## src/rtl/sklansky_adder_pipe_if.sv

```systemverilog
// Stream interface for sklansky_adder_pipe: operand beat in, result beat out.
// The slave modport is the adder side, the master modport is the producer/consumer side.
interface sklansky_adder_pipe_if #(
  parameter int unsigned WIDTH = 32,
  parameter int unsigned TAG_W = 4
);
  logic             in_valid;
  logic             in_ready;
  logic [WIDTH-1:0] in_a;
  logic [WIDTH-1:0] in_b;
  logic             in_cin;
  logic             in_sub;
  logic [TAG_W-1:0] in_tag;
  logic             out_valid;
  logic             out_ready;
  logic [WIDTH-1:0] out_sum;
  logic             out_cout;
  logic             out_ovf;
  logic [TAG_W-1:0] out_tag;

  modport slave (
    input  in_valid, in_a, in_b, in_cin, in_sub, in_tag, out_ready,
    output in_ready, out_valid, out_sum, out_cout, out_ovf, out_tag
  );

  modport master (
    output in_valid, in_a, in_b, in_cin, in_sub, in_tag, out_ready,
    input  in_ready, out_valid, out_sum, out_cout, out_ovf, out_tag
  );
endinterface

```

## src/rtl/sklansky_adder_pipe.sv

```systemverilog
// Pipelined Sklansky parallel-prefix adder with valid/ready stream and pass-through tag.
// Optional subtract mode is enabled by defining SKLANSKY_SUB_EN.
module sklansky_adder_pipe #(
  parameter int unsigned WIDTH       = 32,
  parameter int unsigned LVL_PER_STG = 2,
  parameter int unsigned TAG_W       = 4
) (
  input logic                  wb_clk_i,
  input logic                  wb_rst_i,
  sklansky_adder_pipe_if.slave bus
);

  localparam int unsigned L = $clog2(WIDTH);
  localparam int unsigned S = (L + LVL_PER_STG - 1) / LVL_PER_STG;

  // Applies Sklansky levels [lo, hi) in place. Sources at level k have bit k clear,
  // so they are never overwritten within the same level.
  function automatic logic [2*WIDTH-1:0] sklansky_levels(input logic [WIDTH-1:0] g_in,
                                                         input logic [WIDTH-1:0] p_in,
                                                         input int unsigned lo,
                                                         input int unsigned hi);
    logic [WIDTH-1:0] g;
    logic [WIDTH-1:0] p;
    int unsigned      j;
    g = g_in;
    p = p_in;
    for (int unsigned k = 0; k < L; k++) begin
      if (k >= lo && k < hi) begin
        for (int unsigned i = 0; i < WIDTH; i++) begin
          if (((i >> k) & 32'd1) == 32'd1) begin
            j    = ((i >> k) << k) - 32'd1;
            g[i] = g[i] | (p[i] & g[j]);
            p[i] = p[i] & p[j];
          end
        end
      end
    end
    return {p, g};
  endfunction

  logic [WIDTH-1:0] b_eff;
  logic             in_c0;

`ifdef SKLANSKY_SUB_EN
  assign b_eff = bus.in_sub ? ~bus.in_b : bus.in_b;
  assign in_c0 = bus.in_sub ? 1'b1 : bus.in_cin;
`else
  logic unused_sub;
  assign unused_sub = bus.in_sub;
  assign b_eff      = bus.in_b;
  assign in_c0      = bus.in_cin;
`endif

  // Stage registers: index 0 is the input register, index s>0 holds the output of prefix
  // stage s-1. The last prefix stage feeds the sum logic and the output register directly.
  logic [WIDTH-1:0] g_q   [S];
  logic [WIDTH-1:0] p_q   [S];
  logic [WIDTH-1:0] pr_q  [S];
  logic [TAG_W-1:0] tag_q [S];
  logic [S-1:0]     c0_q;
  logic [S-1:0]     vld_q;

  logic [WIDTH-1:0] g_c [S];
  logic [WIDTH-1:0] p_c [S];

  logic             out_valid_q;
  logic [WIDTH-1:0] out_sum_q;
  logic             out_cout_q;
  logic             out_ovf_q;
  logic [TAG_W-1:0] out_tag_q;

  logic             advance;
  logic [WIDTH-1:0] sum_c;
  logic             cout_c;
  logic             ovf_c;

  for (genvar s = 0; s < S; s++) begin : g_stage
    localparam int unsigned Lo = s * LVL_PER_STG;
    localparam int unsigned Hi = ((s + 1) * LVL_PER_STG > L) ? L : (s + 1) * LVL_PER_STG;

    logic [WIDTH-1:0]   g_in;
    logic [2*WIDTH-1:0] pg;

    // Carry-in enters as the generate of bit -1, merged into bit 0 before level 0.
    if (s == 0) begin : g_fold
      assign g_in = {g_q[0][WIDTH-1:1], g_q[0][0] | (p_q[0][0] & c0_q[0])};
    end else begin : g_pass
      assign g_in = g_q[s];
    end

    assign pg     = sklansky_levels(g_in, p_q[s], Lo, Hi);
    assign g_c[s] = pg[WIDTH-1:0];
    assign p_c[s] = pg[2*WIDTH-1:WIDTH];
  end

  logic unused_p_last;
  assign unused_p_last = ^p_c[S-1];

  // g_c of the last stage holds G[i:-1]; carry into bit i is G[i-1:-1].
  assign sum_c  = pr_q[S-1] ^ {g_c[S-1][WIDTH-2:0], c0_q[S-1]};
  assign cout_c = g_c[S-1][WIDTH-1];
  assign ovf_c  = g_c[S-1][WIDTH-1] ^ g_c[S-1][WIDTH-2];

  // Global stall: everything moves only when the output slot is free or being drained.
  assign advance      = bus.out_ready | ~out_valid_q;
  assign bus.in_ready = advance;

  always_ff @(posedge wb_clk_i or posedge wb_rst_i) begin
    if (wb_rst_i) begin
      for (int unsigned s = 0; s < S; s++) begin
        g_q[s]   <= '0;
        p_q[s]   <= '0;
        pr_q[s]  <= '0;
        tag_q[s] <= '0;
      end
      c0_q        <= '0;
      vld_q       <= '0;
      out_valid_q <= 1'b0;
      out_sum_q   <= '0;
      out_cout_q  <= 1'b0;
      out_ovf_q   <= 1'b0;
      out_tag_q   <= '0;
    end else if (advance) begin
      vld_q[0] <= bus.in_valid;
      g_q[0]   <= bus.in_a & b_eff;
      p_q[0]   <= bus.in_a ^ b_eff;
      pr_q[0]  <= bus.in_a ^ b_eff;
      c0_q[0]  <= in_c0;
      tag_q[0] <= bus.in_tag;
      for (int unsigned s = 1; s < S; s++) begin
        vld_q[s] <= vld_q[s-1];
        g_q[s]   <= g_c[s-1];
        p_q[s]   <= p_c[s-1];
        pr_q[s]  <= pr_q[s-1];
        c0_q[s]  <= c0_q[s-1];
        tag_q[s] <= tag_q[s-1];
      end
      out_valid_q <= vld_q[S-1];
      // Output data only changes when a real result retires; bubbles leave it untouched.
      if (vld_q[S-1]) begin
        out_sum_q  <= sum_c;
        out_cout_q <= cout_c;
        out_ovf_q  <= ovf_c;
        out_tag_q  <= tag_q[S-1];
      end
    end
  end

  assign bus.out_valid = out_valid_q;
  assign bus.out_sum   = out_sum_q;
  assign bus.out_cout  = out_cout_q;
  assign bus.out_ovf   = out_ovf_q;
  assign bus.out_tag   = out_tag_q;

endmodule

```

## src/flat_wrapper.sv

```systemverilog
// flat-port wrapper written by rule: the top's interface ports become plain ports
module sklansky_adder_pipe_flat 
#(
  parameter int unsigned WIDTH       = 32,
  parameter int unsigned LVL_PER_STG = 2,
  parameter int unsigned TAG_W       = 4
)
  (wb_clk_i, wb_rst_i, bus_in_valid, bus_in_a, bus_in_b, bus_in_cin, bus_in_sub, bus_in_tag, bus_out_ready, bus_in_ready, bus_out_valid, bus_out_sum, bus_out_cout, bus_out_ovf, bus_out_tag);
  sklansky_adder_pipe_if #(.WIDTH(WIDTH), .TAG_W(TAG_W)) bus_i ();
  input logic wb_clk_i;
  input logic wb_rst_i;
  input wire logic [$bits(bus_i.in_valid)-1:0] bus_in_valid;
  input wire logic [$bits(bus_i.in_a)-1:0] bus_in_a;
  input wire logic [$bits(bus_i.in_b)-1:0] bus_in_b;
  input wire logic [$bits(bus_i.in_cin)-1:0] bus_in_cin;
  input wire logic [$bits(bus_i.in_sub)-1:0] bus_in_sub;
  input wire logic [$bits(bus_i.in_tag)-1:0] bus_in_tag;
  input wire logic [$bits(bus_i.out_ready)-1:0] bus_out_ready;
  output wire logic [$bits(bus_i.in_ready)-1:0] bus_in_ready;
  output wire logic [$bits(bus_i.out_valid)-1:0] bus_out_valid;
  output wire logic [$bits(bus_i.out_sum)-1:0] bus_out_sum;
  output wire logic [$bits(bus_i.out_cout)-1:0] bus_out_cout;
  output wire logic [$bits(bus_i.out_ovf)-1:0] bus_out_ovf;
  output wire logic [$bits(bus_i.out_tag)-1:0] bus_out_tag;
  assign bus_i.in_valid = bus_in_valid;
  assign bus_i.in_a = bus_in_a;
  assign bus_i.in_b = bus_in_b;
  assign bus_i.in_cin = bus_in_cin;
  assign bus_i.in_sub = bus_in_sub;
  assign bus_i.in_tag = bus_in_tag;
  assign bus_i.out_ready = bus_out_ready;
  assign bus_in_ready = bus_i.in_ready;
  assign bus_out_valid = bus_i.out_valid;
  assign bus_out_sum = bus_i.out_sum;
  assign bus_out_cout = bus_i.out_cout;
  assign bus_out_ovf = bus_i.out_ovf;
  assign bus_out_tag = bus_i.out_tag;
  sklansky_adder_pipe #(.WIDTH(WIDTH), .LVL_PER_STG(LVL_PER_STG), .TAG_W(TAG_W)) u_core (.wb_clk_i(wb_clk_i), .wb_rst_i(wb_rst_i), .bus(bus_i));
endmodule
```

## config.mk

```make
export PLATFORM = sky130hd
export DESIGN_NAME = sklansky_adder_pipe_flat
export DESIGN_NICKNAME = d
export VERILOG_FILES = /design/src/rtl/sklansky_adder_pipe_if.sv /design/src/rtl/sklansky_adder_pipe.sv /design/src/flat_wrapper.sv
export SDC_FILE = /design/constraint.sdc
export NUM_CORES = 1
export LEC_CHECK = 0
export ABC_AREA = 1
export ABC_CLOCK_PERIOD_IN_PS = 8500
export BUFFER_PORTS_ARGS = -buffer_cell sky130_fd_sc_hd__buf_2
export CORE_MARGIN = 1.5
export CORE_UTILIZATION = 53
export CTS_CLUSTER_DIAMETER = 100
export CTS_CLUSTER_SIZE = 20
export DETAILED_ROUTE_END_ITERATION = 10
export PLACE_DENSITY = 0.85
export SLEW_MARGIN = 20
export SYNTH_ARGS = -nofsm -noshare
export SYNTH_HDL_FRONTEND = slang
export SYNTH_SLANG_ARGS = --single-unit
```

## constraint.sdc

```tcl
create_clock -name wb_clk_i -period 8.5 [get_ports wb_clk_i]
set_input_delay 0.85 -clock wb_clk_i [delete_from_list [all_inputs] [get_ports wb_clk_i]]
set_output_delay 0.85 -clock wb_clk_i [all_outputs]
set_load 0.05 [all_outputs]
```

# Yosys cells after proc, flatten, opt, wreduce, memory -nomap -nowiden
# Index checks and enable logic that the tools add are counted.
# op_classes
bitwise	232
reduce_logical	1
# op_table
cell	count
$and A1 B1 Y1	145
$or A1 B1 Y1	82
$xor A32 B32 Y32	2
$and A32 B32 Y32	1
$reduce_and A2 Y1	1
$not A1 Y1	1
$xor A1 B1 Y1	1
# totals
register_bits	313
output_inout_bits	40

# Logic depth before layout (Yosys ltp)
# Gate-level depths: netlist of the first run.
# depth
ltp_word	6
depth_mapped	7
ltp_nobuf	6

# Worst setup path before layout of the first run
# OpenSTA, ideal clock, no wires.
# synth_timing
path_kind	in2out
startpoint	input port bus_out_ready
endpoint	output port bus_in_ready
arrival_ps	1410
required_time_ps	7650
slack_ps	6240
stages	4
path_buffers	2
path_cell_list	inv_2 -> nand2_2 -> buf_4 -> buf_2
# synth_via
elab_chain_cells	1
# synth_rtl
element	line	text
from (decl)	flat_wrapper.sv:18	input wire logic [$bits(bus_i.out_ready)-1:0] bus_out_ready;
$or A1 B1 Y1	sklansky_adder_pipe.sv:105	assign advance = bus.out_ready | ~out_valid_q;
to (decl)	flat_wrapper.sv:19	output wire logic [$bits(bus_i.in_ready)-1:0] bus_in_ready;
# Every way passes these cells.

# Worst setup path in the final report of the first run
# Same ends and word-level chain as after synthesis.

==> key figures, run 1 <==
Run status
  • Result of the run: finished, violations left
  • Violations in the final reports: DRC

Floorplan
  • I/O pin count: 114
  • Initial standard-cell utilization of the core: 0.545
  • Cell Rows: 54
  • Die ar.: 23500 sq um
  • Die height: roughly 150 microns
  • Area of the core: 22000 sq um
  • Horizontal die dimension: 153 microns

Power
  • PD cells: between 300 and 400 nW/um^2
  • Static Leakage: ~6.7 nW
  • Worst voltage drop across the vdd grid: 204 uV
  • Final total power: 4.62 mW

Timing
  • Minimum clock period: 2960 ps
  • Fmax achieved: 0.338 GHz
  • Final max-slew violation count: 0
  • Max-slew headroom at the worst pin: 0.327
  • Setup repair after global routing missed its margin: false
  • Worst setup slack after layout: 5540 ps
  • Summed negative setup slack over all endpoints: 0 ps
  • Finish-stage setup viols: 0
  • Fin crit share: 0.348
  • Largest clock skew in the final design: 15.0 ps
  • Slew at the pin with the worst max-slew slack: 1010 ps
  • Count of final hold-check violations: 0

Clock network
  • Resized cells post-CTS: 0
  • Clk root buf: sky130_fd_sc_hd__clkbuf_16
  • CTS Buffer Depth: 3
  • Clock-pin slew on the worst setup and hold paths: 80 ps
  • TritonCTS clock tree: yes
  • Clock network latency to the later pin of the worst-skew pair: 490 ps
  • Sinks on the clock net: 285
  • H-Tree Depth: 1
  • Total CTS buffers: 18
  • Cts hold-fix bufs: 0
  • Number of setup buffers added after CTS: 0

Drt
  • Total Routed Length: 22.3 mm
  • Number of vias per cell: 5.16
  • Routed length per placed instance: 13.4 microns
  • Initial DRC count: 650
  • Number of DRC violations after detailed routing: 4
  • Detailed Routing Iterations Pass 1: 8
  • Via total after detailed routing: 8580
  • Detail Route Antenna Nets: 0

Yosys
  • Net count after synthesis: 1415
  • Dominant cell type by area after synthesis: sky130_fd_sc_hd__dfrtp_1
  • Synth Instances: 1308
  • Cell variety after synth: 30
  • Most frequent cell after synthesis: sky130_fd_sc_hd__nand2_1
  • Most instantiated flip-flop cell in the synthesis netlist: sky130_fd_sc_hd__dfrtp_1
  • Commonest cells in the netlist: sky130_fd_sc_hd__nand2_1 (513), sky130_fd_sc_hd__dfrtp_1 (285), sky130_fd_sc_hd__o21ai_0 (107)
  • Average cell area after synthesis: 9.14 sq um
  • Post-synthesis sequential area ratio: 0.596
  • Netlist area before placement: 12000 sq um
  • Post-synthesis sequential element count: 285
  • Async set-or-reset flop fraction in the synthesized netlist: 1.00
  • Number of enable flip-flop cells after synthesis: 0
  • Synth area leaders: sky130_fd_sc_hd__dfrtp_1 (60%), sky130_fd_sc_hd__nand2_1 (16%), sky130_fd_sc_hd__o21ai_0 (4.5%)
  • Proportion of netlist area held by the largest area contributor: 0.596
  • Synthesis Warnings: 0

Setup path
  • Worst setup path category: in -> out
  • Critical Path Start: bus_out_ready
  • Cell chain of the critical path: buf_2 > inv_2 > nand2_8 > buf_2
  • Worst Setup EP: bus_in_ready
  • Cell type of the slowest stage on the worst timing path: sky130_fd_sc_hd__nand2_8
  • Depth of the worst register-to-register path: 6
  • Number of buffer and inverter stages on the critical path: 3
  • Arr. time, crit path: between 2000 and 2500 ps
  • Critical R2R Capture: u_core.g_stage[1].g_in[14]
  • Most prevalent standard cell on the critical path: sky130_fd_sc_hd__buf_2
  • Reg2Reg Setup Slack: 5600 ps
  • Worst path required time: approximately 7700 ps
  • Delay of the slowest cell on the worst path: 580 ps
  • Crit. End Element: output port
  • Critical Path Fanout Max: 175
  • Reg2Reg Launch Point: u_core.bus.out_valid
  • Startpoint types: primary input
  • Family of cells with the greatest summed delay on the critical path: buffers and inverters
  • Stages on worst setup path: 4

Cells and area
  • Finished Core Util: 0.596
  • Number of nets in the layout: 1491
  • Syn-to-layout area delta: 9.52%
  • Layout cells sized above 1: 0.117
  • Total inserted antenna cells: 0

Global route
  • Total routing usage reported by global routing: 0.194
  • Total grt overflow: 0
  • Number of global-route vias before repair: approximately 8100
  • Global-route wire length before repair: between 30 and 40 mm
  • Pin count of the biggest net entering global routing: 176
  • Number of antenna violations at the first check in global routing: 0

Hold path
  • Hold Crit Class: reg -> reg
  • Number of instances on the worst hold path: 2

Place
  • Final GP Congestion: between 0.7 and 0.8
  • Post-Place Setup Slack: ~5200 ps
  • Post-detail-place hpwl: 14.1 mm
  • Port-buffer cells: 112

Job
  • Max Cap Viol: 0
## area by class of cell
class | instances | area, sq um
repair buffers | 117 | 611
inverters | 99 | 377
clock inverters | 1 | 16.3
multi-input cells | 863 | 4140
flip-flops and latches | 285 | 7130
fillers | 1838 | 8860
clock buffers | 19 | 475
well taps | 280 | 350
## worst min-delay path: stages (launching register included)
cell and delay [ps]:
sky130_fd_sc_hd__dfrtp_1 350, sky130_fd_sc_hd__nand2_1 50, sky130_fd_sc_hd__nand2_1 50
## flip-flops by register name (all words and copies together), names as in the netlist, 3 cells and up
signal               count
u_core.g_stage.pg       11
u_core.c0_q              3
u_core.bus.out_tag       4
u_core.vld_q             3
u_core.pr_q             64
u_core.g_stage.g_in     64
u_core.p_q              57
u_core.bus.out_sum      32
u_core.tag_q            12
u_core.g_q              25
u_core.g_c               7
## metrics by stage
step / hold slack [ps] / instance area, sq um / instances
CTS: 474 / 13100 / 1664
global route: 500 / 13100 / 1664
finish: 473 / 13100 / 1664
floorplan: 442 / 12000 / 1308
global placement: 454 / 12600 / 1644
detailed placement: 459 / 12600 / 1644
## how the worst min path moves through the flow
stage / to / start
after detailed placement: u_core.pr_q[42] / u_core.pr_q[42]
after global routing: u_core.p_q[18] / u_core.p_q[18]
after global placement: u_core.pr_q[46] / u_core.pr_q[46]
final: u_core.pr_q[42] / u_core.pr_q[42]
after CTS: u_core.pr_q[10] / u_core.pr_q[42]
after floorplan: u_core.c0_q[1] / u_core.c0_q[1]
## report_power, final
| group | internal (mW) | total (mW) | switching, mW |
|---|---|---|---|
| logic | 0.481 | 1.59 | 1.11 |
| registers | 1.87 | 2.20 | 0.323 |
| clock network | 0.402 | 0.828 | 0.426 |
| total | 2.76 | 4.62 | 1.86 |
## layout by cell type, fill, tap and decap left out, types with 3 or more instances in the layout
cell and n:
sky130_fd_sc_hd__a21oi_1 30, sky130_fd_sc_hd__buf_2 112, sky130_fd_sc_hd__buf_4 4, sky130_fd_sc_hd__clkbuf_16 19, sky130_fd_sc_hd__dfrtp_1 285, sky130_fd_sc_hd__ha_1 33
sky130_fd_sc_hd__inv_1 95, sky130_fd_sc_hd__nand2_1 513, sky130_fd_sc_hd__nand2_2 7, sky130_fd_sc_hd__nand2b_1 7, sky130_fd_sc_hd__nand3_1 25, sky130_fd_sc_hd__nand4_1 3
sky130_fd_sc_hd__nor2_1 20, sky130_fd_sc_hd__o211ai_2 7, sky130_fd_sc_hd__o21ai_0 107, sky130_fd_sc_hd__o21ai_1 72, sky130_fd_sc_hd__o22ai_1 6, sky130_fd_sc_hd__o31ai_1 3
sky130_fd_sc_hd__xnor2_1 16
## per-layer routing
| layer | routed length, microns | up-vias | track usage |
|---|---|---|---|
| met5 | 0 | - | 0 |
| met4 | 488 | 0 | 0.0528 |
| met3 | 882 | 35 | 0.0241 |
| met2 | 10300 | 174 | 0.307 |
| met1 | 10600 | 4081 | 0.285 |
| li1 | - | 4290 | - |
## kinds of logic (layout without fill, tap and decap cells)
logic type               after synthesis  count (layout)  synth area share
buffers and inverters                160             236            0.0589
XOR/XNOR                              17              17            0.0125
AND/OR/NAND/NOR                      581             581             0.193
flip-flops                           285             285             0.596
AO/OA/AOI/OAI                        232             232             0.104
adder cells (fa/ha/maj)               33              33            0.0345
(Power assumes the default switching activity.)
==> run 2: changes to the inputs <==
ABC_CLOCK_PERIOD_IN_PS = 3000   (was 8500)
CORE_UTILIZATION = 55   (was 53)
clock period = 3 ns   (was 8.5 ns; I/O delays follow)
==> run 2 against run 1 <==
Net effect:
- the run now ends clean
- clock power grew to 2.8 times the previous value
- sequential share of layout area fell by 0.66 points
- non-clock buffer count is 12 higher
- critical path type is now reg -> out
- highest routed layer unchanged
==> key figures, run 2 (synthesis results as in run 1) <==
Timing
  • Count of final hold-check violations: 0
  • Slew at the pin with the worst max-slew slack: 1050 ps
  • Largest clock skew in the final design: ~28 ps
  • Final max-slew violation count: 0
  • Minimum clock period: roughly 2200 ps
  • Finish-stage setup viols: 0
  • Setup repair after global routing missed its margin: false
  • Max-slew headroom at the worst pin: 0.302
  • Worst setup slack after layout: 786 ps
  • Fin crit share: 0.738
  • Fmax achieved: ~0.45 GHz

Clock network
  • H-Tree Depth: 1
  • Clock-pin slew on the worst setup and hold paths: 80 ps
  • CTS Buffer Depth: 3
  • TritonCTS clock tree: yes
  • Total CTS buffers: 18
  • Clk root buf: sky130_fd_sc_hd__clkbuf_16
  • Number of setup buffers added after CTS: 0
  • Clock network latency to the later pin of the worst-skew pair: 500 ps
  • Sinks on the clock net: 285

Setup path
  • Reg2Reg Launch Point: u_core.bus.out_valid
  • Arr. time, crit path: 1910 ps
  • Delay of the slowest cell on the worst path: 540 ps
  • Critical Path Fanout Max: 126
  • Critical Path Start: u_core.bus.out_valid
  • Cell type of the slowest stage on the worst timing path: sky130_fd_sc_hd__nand2_8
  • Worst path required time: 2700 ps
  • Crit. End Element: output port
  • Worst setup path category: reg -> out
  • Startpoint types: register
  • Reg2Reg Setup Slack: about 1000 ps
  • Cell chain of the critical path: nand2_8 > buf_2

Cells and area
  • Number of nets in the layout: 1503
  • Syn-to-layout area delta: 10.9%
  • Finished Core Util: 0.627
  • Most frequent standard cell in the layout excluding fill and tap cells: sky130_fd_sc_hd__nand2_1
  • Leading cell types in the layout, fill and taps excluded: sky130_fd_sc_hd__nand2_1 (513), sky130_fd_sc_hd__dfrtp_1 (285), sky130_fd_sc_hd__buf_2 (112)
  • Final standard cell count with taps included and fillers excluded: 1671
  • Layout cells sized above 1: 0.124
  • Total inserted antenna cells: 0

Drt
  • Total Routed Length: between 20 and 25 mm
  • Initial DRC count: 667
  • Number of vias per cell: just over 5
  • Via total after detailed routing: about 8500
  • Detail Route Antenna Nets: 0
  • Routed length per placed instance: 13.7 microns
  • Detailed Routing Iterations Pass 1: 5
  • Number of DRC violations after detailed routing: 0

Global route
  • Pin count of the biggest net entering global routing: 206
  • Number of global-route vias before repair: 8266
  • Total routing usage reported by global routing: 0.215
  • Total grt overflow: 0
  • Number of antenna violations at the first check in global routing: 0
  • Global-route wire length before repair: 39.8 mm

Floorplan
  • Die height: roughly 150 microns
  • Die ar.: 22600 sq um
  • Cell Rows: 53
  • Horizontal die dimension: 150 microns
  • I/O pin count: 114
  • Area of the core: 21200 sq um
  • Initial standard-cell utilization of the core: 0.565

Power
  • Sequential share of power: 0.475
  • Worst voltage drop across the vdd grid: 424 uV
  • Int Pwr: 7.86 mW
  • Part of the total power dissipated in the clock network: 0.178
  • Comb pwr share: 0.347
  • Net switching share of the total power: 0.403
  • Switching power total: between 5 and 6 mW
  • Final total power: 13.2 mW
  • Static Leakage: 6.83 nW
  • PD cells: roughly 990 nW/um^2

Place
  • Post-Place Setup Slack: between 1000 and 1500 ps
  • Final GP Congestion: 0.761
  • # placed instances: 1650
  • Port-buffer cells: roughly 110
  • Post-detail-place hpwl: 15.0 mm

Hold path
  • Hold Crit Class: in -> reg
  • Launch instance of the worst min-delay path: bus_in_valid

Run status
  • Result of the run: complete, no violations

Job
  • Max Cap Viol: 0
==> run 2: changes by cell type in the layout (fill, tap and decap cells not counted) <==
cell | before | now
sky130_fd_sc_hd__inv_2 | 2 | 3
sky130_fd_sc_hd__dlygate4sd3_1 | 0 | 1
sky130_fd_sc_hd__clkinv_2 | 1 | 0
sky130_fd_sc_hd__buf_4 | 4 | 9
sky130_fd_sc_hd__buf_12 | 1 | 7
==> run 2: repair_timing <==
action	CTS	global route
hold endpoints to repair	24	0
hold buffers	1	0
gates resized for setup	0	0
==> run 2: metrics by stage <==
| step | TNS, ps | hold slack, ps | area, sq um |
|---|---|---|---|
| after floorplan | -307020 | 417 | 12000 |
| after global placement | 0 | 453 | 12800 |
| after detailed placement | 0 | 458 | 12800 |
| after CTS | 0 | 0.180 | 13300 |
| after global routing | 0 | 24.4 | 13300 |
| final | 0 | 20.0 | 13300 |
==> run 2: routing by layer <==
metal,wire length [microns],vias to the layer above,global-route usage
met1,10700,4027,0.321
met4,343,0,0.0500
li1,-,4323,-
met2,10800,170,0.339
met3,961,25,0.0248
met5,0,-,0
==> run 2: power groups by stage <==
stage | logic (mW) | clock network (mW) | registers, mW
after floorplan | 2.81 | 0 | 6.91
after detailed placement | 4.57 | 0 | 6.30
after CTS | 4.62 | 2.42 | 6.24
final | 4.56 | 2.34 | 6.25
after global placement | 4.41 | 0 | 6.22
after global routing | 5.17 | 2.58 | 6.41
==> run 2: final cells by class <==
type,instances,area [sq um]
fillers,1714,7900
flip-flops and latches,285,7130
multi-input cells,863,4140
repair buffers,129,778
clock buffers,19,475
inverters,99,375
well taps,275,344
clock inverters,1,16.3
==> run 2: path summary, 6_finish.rpt <==
kind                                     endpoint  cells after the start
min in group asynchronous          u_core.pr_q[0]                      3
min                               u_core.vld_q[0]                      3
max reg2reg                u_core.bus.out_sum[13]                      6
max                                  bus_in_ready                      2
min reg2reg                       u_core.pr_q[17]                      2
max in group asynchronous  u_core.bus.out_sum[24]                      4
==> run 2: worst max-delay path, delay by kind of cell (launching register included) <==
| kind | cells | cell delay (ps) |
|---|---|---|
| buffers and inverters | 1 | 390 |
| DFF | 1 | 470 |
| and+or+nand+nor | 1 | 540 |
